File: src/rtl/dec_saidas.sv
// rtl/dec_saidas.sv - FIFO-buffered inverse of the ABCD -> S3..S0 substitution encoder
// Codes are queued raw; the decode table is applied combinationally to the head entry.
module dec_saidas #(
  parameter int DEPTH = 2,
  parameter int CNT_W = 8
) (
  input  logic                     clk,
  input  logic                     reset,
  input  logic                     in_valid,
  output logic                     in_ready,
  input  logic [3:0]               code_in,
  output logic                     out_valid,
  input  logic                     out_ready,
  output logic [3:0]               data_out,
  output logic [$clog2(DEPTH):0]   level,
  output logic [CNT_W-1:0]         decoded_cnt
);

  localparam int AW = $clog2(DEPTH);

  logic [3:0]    mem [DEPTH];
  logic [AW-1:0] wrPtr;
  logic [AW-1:0] rdPtr;
  logic          readyEn;
  logic          doPush;
  logic          doPop;
  logic [3:0]    headCode;
  logic [3:0]    decoded;

  // DEPTH is a power of two, so the level MSB alone marks "full".
  assign in_ready  = readyEn && !level[AW];
  assign out_valid = |level;
  assign doPush    = in_valid && in_ready;
  assign doPop     = out_valid && out_ready;
  assign headCode  = mem[rdPtr];

  always_ff @(posedge clk or negedge reset) begin
    if (!reset) begin
      wrPtr       <= '0;
      rdPtr       <= '0;
      level       <= '0;
      decoded_cnt <= '0;
      readyEn     <= 1'b0;
    end else begin
      readyEn <= 1'b1;
      if (doPush) begin
        wrPtr <= wrPtr + AW'(1);
      end
      if (doPop) begin
        rdPtr       <= rdPtr + AW'(1);
        decoded_cnt <= decoded_cnt + CNT_W'(1);
      end
      case ({doPush, doPop})
        2'b10:   level <= level + (AW+1)'(1);
        2'b01:   level <= level - (AW+1)'(1);
        default: level <= level;
      endcase
    end
  end

  // Storage needs no reset: emptiness is tracked by level alone.
  always_ff @(posedge clk) begin
    if (doPush) begin
      mem[wrPtr] <= code_in;
    end
  end

  always_comb begin
    decoded = 4'd0;
    case (headCode)
      4'd0:  decoded = 4'd9;
      4'd1:  decoded = 4'd12;
      4'd2:  decoded = 4'd5;
      4'd3:  decoded = 4'd13;
      4'd4:  decoded = 4'd14;
      4'd5:  decoded = 4'd4;
      4'd6:  decoded = 4'd2;
      4'd7:  decoded = 4'd8;
      4'd8:  decoded = 4'd10;
      4'd9:  decoded = 4'd1;
      4'd10: decoded = 4'd11;
      4'd11: decoded = 4'd0;
      4'd12: decoded = 4'd6;
      4'd13: decoded = 4'd15;
      4'd14: decoded = 4'd7;
      4'd15: decoded = 4'd3;
      default: decoded = 4'd0;
    endcase
  end

  assign data_out = out_valid ? decoded : 4'd0;

endmodule

File: config.mk
export PLATFORM = sky130hd
export DESIGN_NAME = dec_saidas
export DESIGN_NICKNAME = d
export VERILOG_FILES = /design/src/rtl/dec_saidas.sv
export SDC_FILE = /design/constraint.sdc
export NUM_CORES = 1
export LEC_CHECK = 0
export BUFFER_PORTS_ARGS = -buffer_cell sky130_fd_sc_hd__buf_2
export CAP_MARGIN = 30
export CORE_MARGIN = 4
export CORE_UTILIZATION = 40
export DETAILED_ROUTE_END_ITERATION = 6
export GPL_ROUTABILITY_DRIVEN = 1
export PLACE_DENSITY = 0.69
export RECOVER_POWER = 100
export SLEW_MARGIN = 10
export SYNTH_ARGS = -nofsm -noshare
export SYNTH_HDL_FRONTEND = slang
export SYNTH_SLANG_ARGS = --single-unit
File: constraint.sdc
create_clock -name clk -period 2.9 [get_ports clk]
set_input_delay 0.29 -clock clk [delete_from_list [all_inputs] [get_ports clk]]
set_output_delay 0.29 -clock clk [all_outputs]
set_load 0.005 [all_outputs]
# --- Yosys cells after proc, flatten, opt, wreduce, memory -nomap -nowiden ---
# Memory sizes are Yosys's and may differ from the RTL's.
# Cells that the tools add are included.
# W data, S select, Z words.
op_classes:
  add_sub_neg: 5
  eq_ne: 2
  n_mux: 4
  reduce_logical: 6
ops:
  columns: ["operator", "n"]
  rows:
  - ["$add A8 B1 Y8 const B", 1]
  - ["$mux W4", 1]
  - ["$pmux W2 S2", 1]
  - ["$logic_and A1 B1 Y1", 3]
  - ["$add A1 B1 Y1 const B", 2]
  - ["$add A2 B1 Y2 const B", 1]
  - ["$eq A2 B1 Y1 const B", 1]
  - ["$eq A2 B2 Y1 const B", 1]
  - ["$mux W1", 2]
  - ["$reduce_bool A2 Y1", 1]
  - ["$reduce_or A2 Y1", 1]
  - ["$sub A2 B1 Y2 const B", 1]
  - ["$logic_not A1 Y1", 1]
word_totals:
  reg_bits: 13
  ramBits: 8
  mem_bits_ro: 64
  in_bits: 8
  out_inout_bits: 16
  memories: 2
memory_table:
  columns: ["name", "depth", "width", "rd", "rd_ports_with_merged_regs", "wr", "line", "text"]
  rows:
  - ["(name not given)", 16, 4, 1, 0, 0, "70", "case (headCode)"]
  - ["mem", 2, 4, 1, 0, 1, "21", "logic [3:0] mem [DEPTH];"]

# --- Depth between registers and ports, before layout ---
logic_depth:
  ltp_word: 5
  ltp_mapped: 8
  depth_no_buf: 7

# --- Least setup slack after synthesis ---
# OpenSTA, ideal clock, no wires.
synth_path:
  path_kind: "reg-to-output"
  startpoint: "reg rdPtr"
  endpoint: "out data_out[3]"
  arrival_time_ns: 1.518
  required_ns: 2.610
  slack_ns: 1.092
  path_stages_with_launch: 8
  path_buffers: 1
  path_cell_list: "dfrtp_1 -> buf_6 -> mux2_2 -> inv_1 -> ha_1 -> mux2i_1 -> nand2_1 -> a31oi_1"
synth_via:
  elab_chain_len: 3
synth_lines:
  columns: ["element", "line", "text"]
  rows:
  - ["start: declaration", "23", "logic [AW-1:0] rdPtr;"]
  - ["start signal: assignment", "50", "rdPtr <= rdPtr + AW'(1);"]
  - ["$mem_v2 Z2 W4", null, null]
  - ["$mem_v2 Z16 W4", null, null]
  - ["$mux W4", "91", "assign data_out = out_valid ? decoded : 4'd0;"]
  - ["end: declaration", "14", "output logic [3:0] data_out,"]
# No other way between the ends.

# --- Final worst setup path ---
# Same ends and word-level chain as after synthesis.

==> results.md <==
- First-pass GRT wire length: 2.88 mm
- Final hold vios: 0
- Router iterations before antenna repair: 4
- Layout cells sized above 1: 13.9%
- Setup crit end kind: primary output
- Data arrival time of the worst path: 2.26 ns
- Peak Freq: 393 MHz
- Die Wd: 59.2 µm
- WL final: 1.80 mm
- Max cap viols: 0
- Filler cell count: 247
- FF-to-FF setup slack: 0.87 ns
- Asr flop ratio synth: 61.9%
- Synth unique cells: 25
- Worst rel slew slack: 50.7%
- Area of placed instances: 1190 µm²
- WP buf/inv: 2
- Cts hold-fix bufs: 1
- DR vias: 696
- Skew final: 0.00854 ns
- Area grow syn2layout: 15.3%
- # diodes: 0
- DRC viols: 0
- Worst hold path stage count: 1
- Initial antenna violation count: 0
- Nets@finish: 131
- Grt ovf: 0
- Tmin final: 2.55 ns
- Yosys top cell area share: 31.0%
- 1st-iter DRT viols: 15
- Starting Density: 41.9%
- Worst slack, placed: 0.707 ns
- Largest net degree at the start of global routing: 14
- Most instantiated library cell after synthesis: dfrtp_1
- I/O Buffers: 23
- Max VDD drop: 469 µV
- Primary FF master, synth: dfrtp_1
- Measured slew at the worst slew-check pin: 0.732 ns
- Setup TNS: 0 ns
- EDFF count, synth: 8
- Pwr dens: 904 nW/µm²
- Setup-failing EPs final: 0
- RR Startpoint: level[0]
- Number of global-route vias before repair: 680
- Outcome: complete, no violations
- Postcts setup bufs: 0
- Crit start category: flip-flop
- CTS tree: built
- Final setup margin: 0.352 ns
- YS warnings: 0
- CP delay by family, top: multiplexers
- Crit path required time: 2.61 ns
- Commonest cells in the netlist: dfrtp_1, nand2_1, xnor2_1, edfxtp_1, ha_1
- FF+latch count, synth: 21
- Antenna-violating nets left: 0
- Clock Latency Late Sink: 0.30 ns
- Clock Pin Slew Worst Setup and Hold Paths: 0.11 ns
- Leak: 0.537 nW
- Reg2reg end: level[1]
- Clock Path Buffers: 2
- Min-delay src: code_in[1]
- Pwr Total: 0.00109 W
- CTS resizes: 0
- Avg Vias per Cell: 4.80
- Die Y-Extent: 59.2 µm
- Synth top area cells: dfrtp_1, edfxtp_1, ha_1
- Post-DP HPWL: 1.42 mm
- Mapped Nets: 103
- Synthesized area: 1050 µm²
- Met2 usage: 17.0%
- Worst min path class: in2reg
- CP peak stage delay: 0.57 ns
- Full die area: 3500 µm²
- Hold WS: 0.181 ns
- Slew Limit Fails: 0
- Post-route design area: 1210 µm²
- H-tree levels: 1
- M1 GR Usage: 14.4%
- Routability cong.: 0.874
- CTS Sinks: 21
- Seq/Total Area, Yosys: 53.9%
- I/O Pins: 24
- Row count: 18
- Hold endpoint: mem[1][1]
- Final cycle utilization of the critical path: 87.9%
- Total GRT Usage: 11.2%
- CP Cell Sequence: mux2_1 > inv_1 > ha_1 > mux2i_1 > nand2_1 > a31oi_1 > clkbuf_2
- Clk Tree Root Cell: clkbuf_4
- Busiest grt layer: met2
- Cell accounting for the most synthesized area: dfrtp_1
- Met3 Use GR: 1.96%
- Post-Syn Instances: 88
- Synth Area per Inst: 11.9 µm²
- DR WL/cell: 12.4 µm
- Critical path class: reg2out
- Slowest CP cell: dfrtp_1
- RSZ-0062 raised after global routing: no
- Worst Path Max Fanout: 7
- Clock buffer count from CTS: 3
- R2R depth: 5
- Core area: 2500 µm²
-- final cells by class --
class / count / area [µm²] / share of cell area (%)
sequential: 21 / 566 / 46.8
tap: 30 / 37.5 / 3.11
clock buffer: 3 / 22.5 / 1.86
timing repair buffer: 24 / 110 / 9.11
clock inverter: 1 / 5.00 / 0.414
multi-input combinational: 61 / 449 / 37.2
inverter: 5 / 18.8 / 1.55
-- sequential cells by signal (all words and copies together) (netlist names) --
name	flops
decoded_cnt	8
mem	8
level	2
rdPtr	1
readyEn	1
wrPtr	1
-- metrics by stage --
step,utilization (%),cells
final,48.3,145
after global routing,48.3,145
after global placement,47.6,140
after floorplan,-,88
after detailed placement,47.6,140
after CTS,49.1,145
-- worst max-delay path by stage --
stage,start,slack [ns],endpoint,cells after the start
CTS,rdPtr,0.35,data_out[3],7
detailed placement,rdPtr,0.71,data_out[3],7
finish,rdPtr,0.35,data_out[3],7
global placement,rdPtr,0.87,data_out[3],7
floorplan,rdPtr,1.09,data_out[3],7
global route,rdPtr,0.18,data_out[3],7
-- worst register-to-register path, cell delays in order, from the launching register on --
cell	delay (ns)
dfrtp_1	0.45
o21ai_0	0.62
inv_1	0.24
ha_1	0.36
nor2_1	0.13
xor2_1	0.16
-- cells by family after synthesis --
group	count (synthesis)	synth area share [%]
buf+inv	6	2.86
flops	21	53.9
xor+xnor	12	10.0
compound gates	7	4.54
mux	7	8.00
simple gates	27	11.9
other cells	1	0.358
fa+ha+maj	7	8.35
-- cell usage in the layout, fill, tap and decap left out, drive strengths merged, types with 5 or more instances in the layout --
master,count
ha,7
nand2,10
nor2,6
xnor2,10
buf,11
clkbuf,15
inv,5
mux2i,6
dfrtp,13
edfxtp,8
-- power by group --
group	switching (W)	internal (W)	leakage (nW)	total, W
Combinational	0.000230	0.000230	0.286	0.000459
Clock	0.0000836	0.0000515	0.0177	0.000135
Sequential	0.000104	0.000394	0.233	0.000498
-- layer usage --
metal	vias up	wire length [µm]
met3	5	58
met1	325	833
met2	15	857
met5	-	0
met4	0	50
li1	351	-
(Power assumes the default switching activity.)
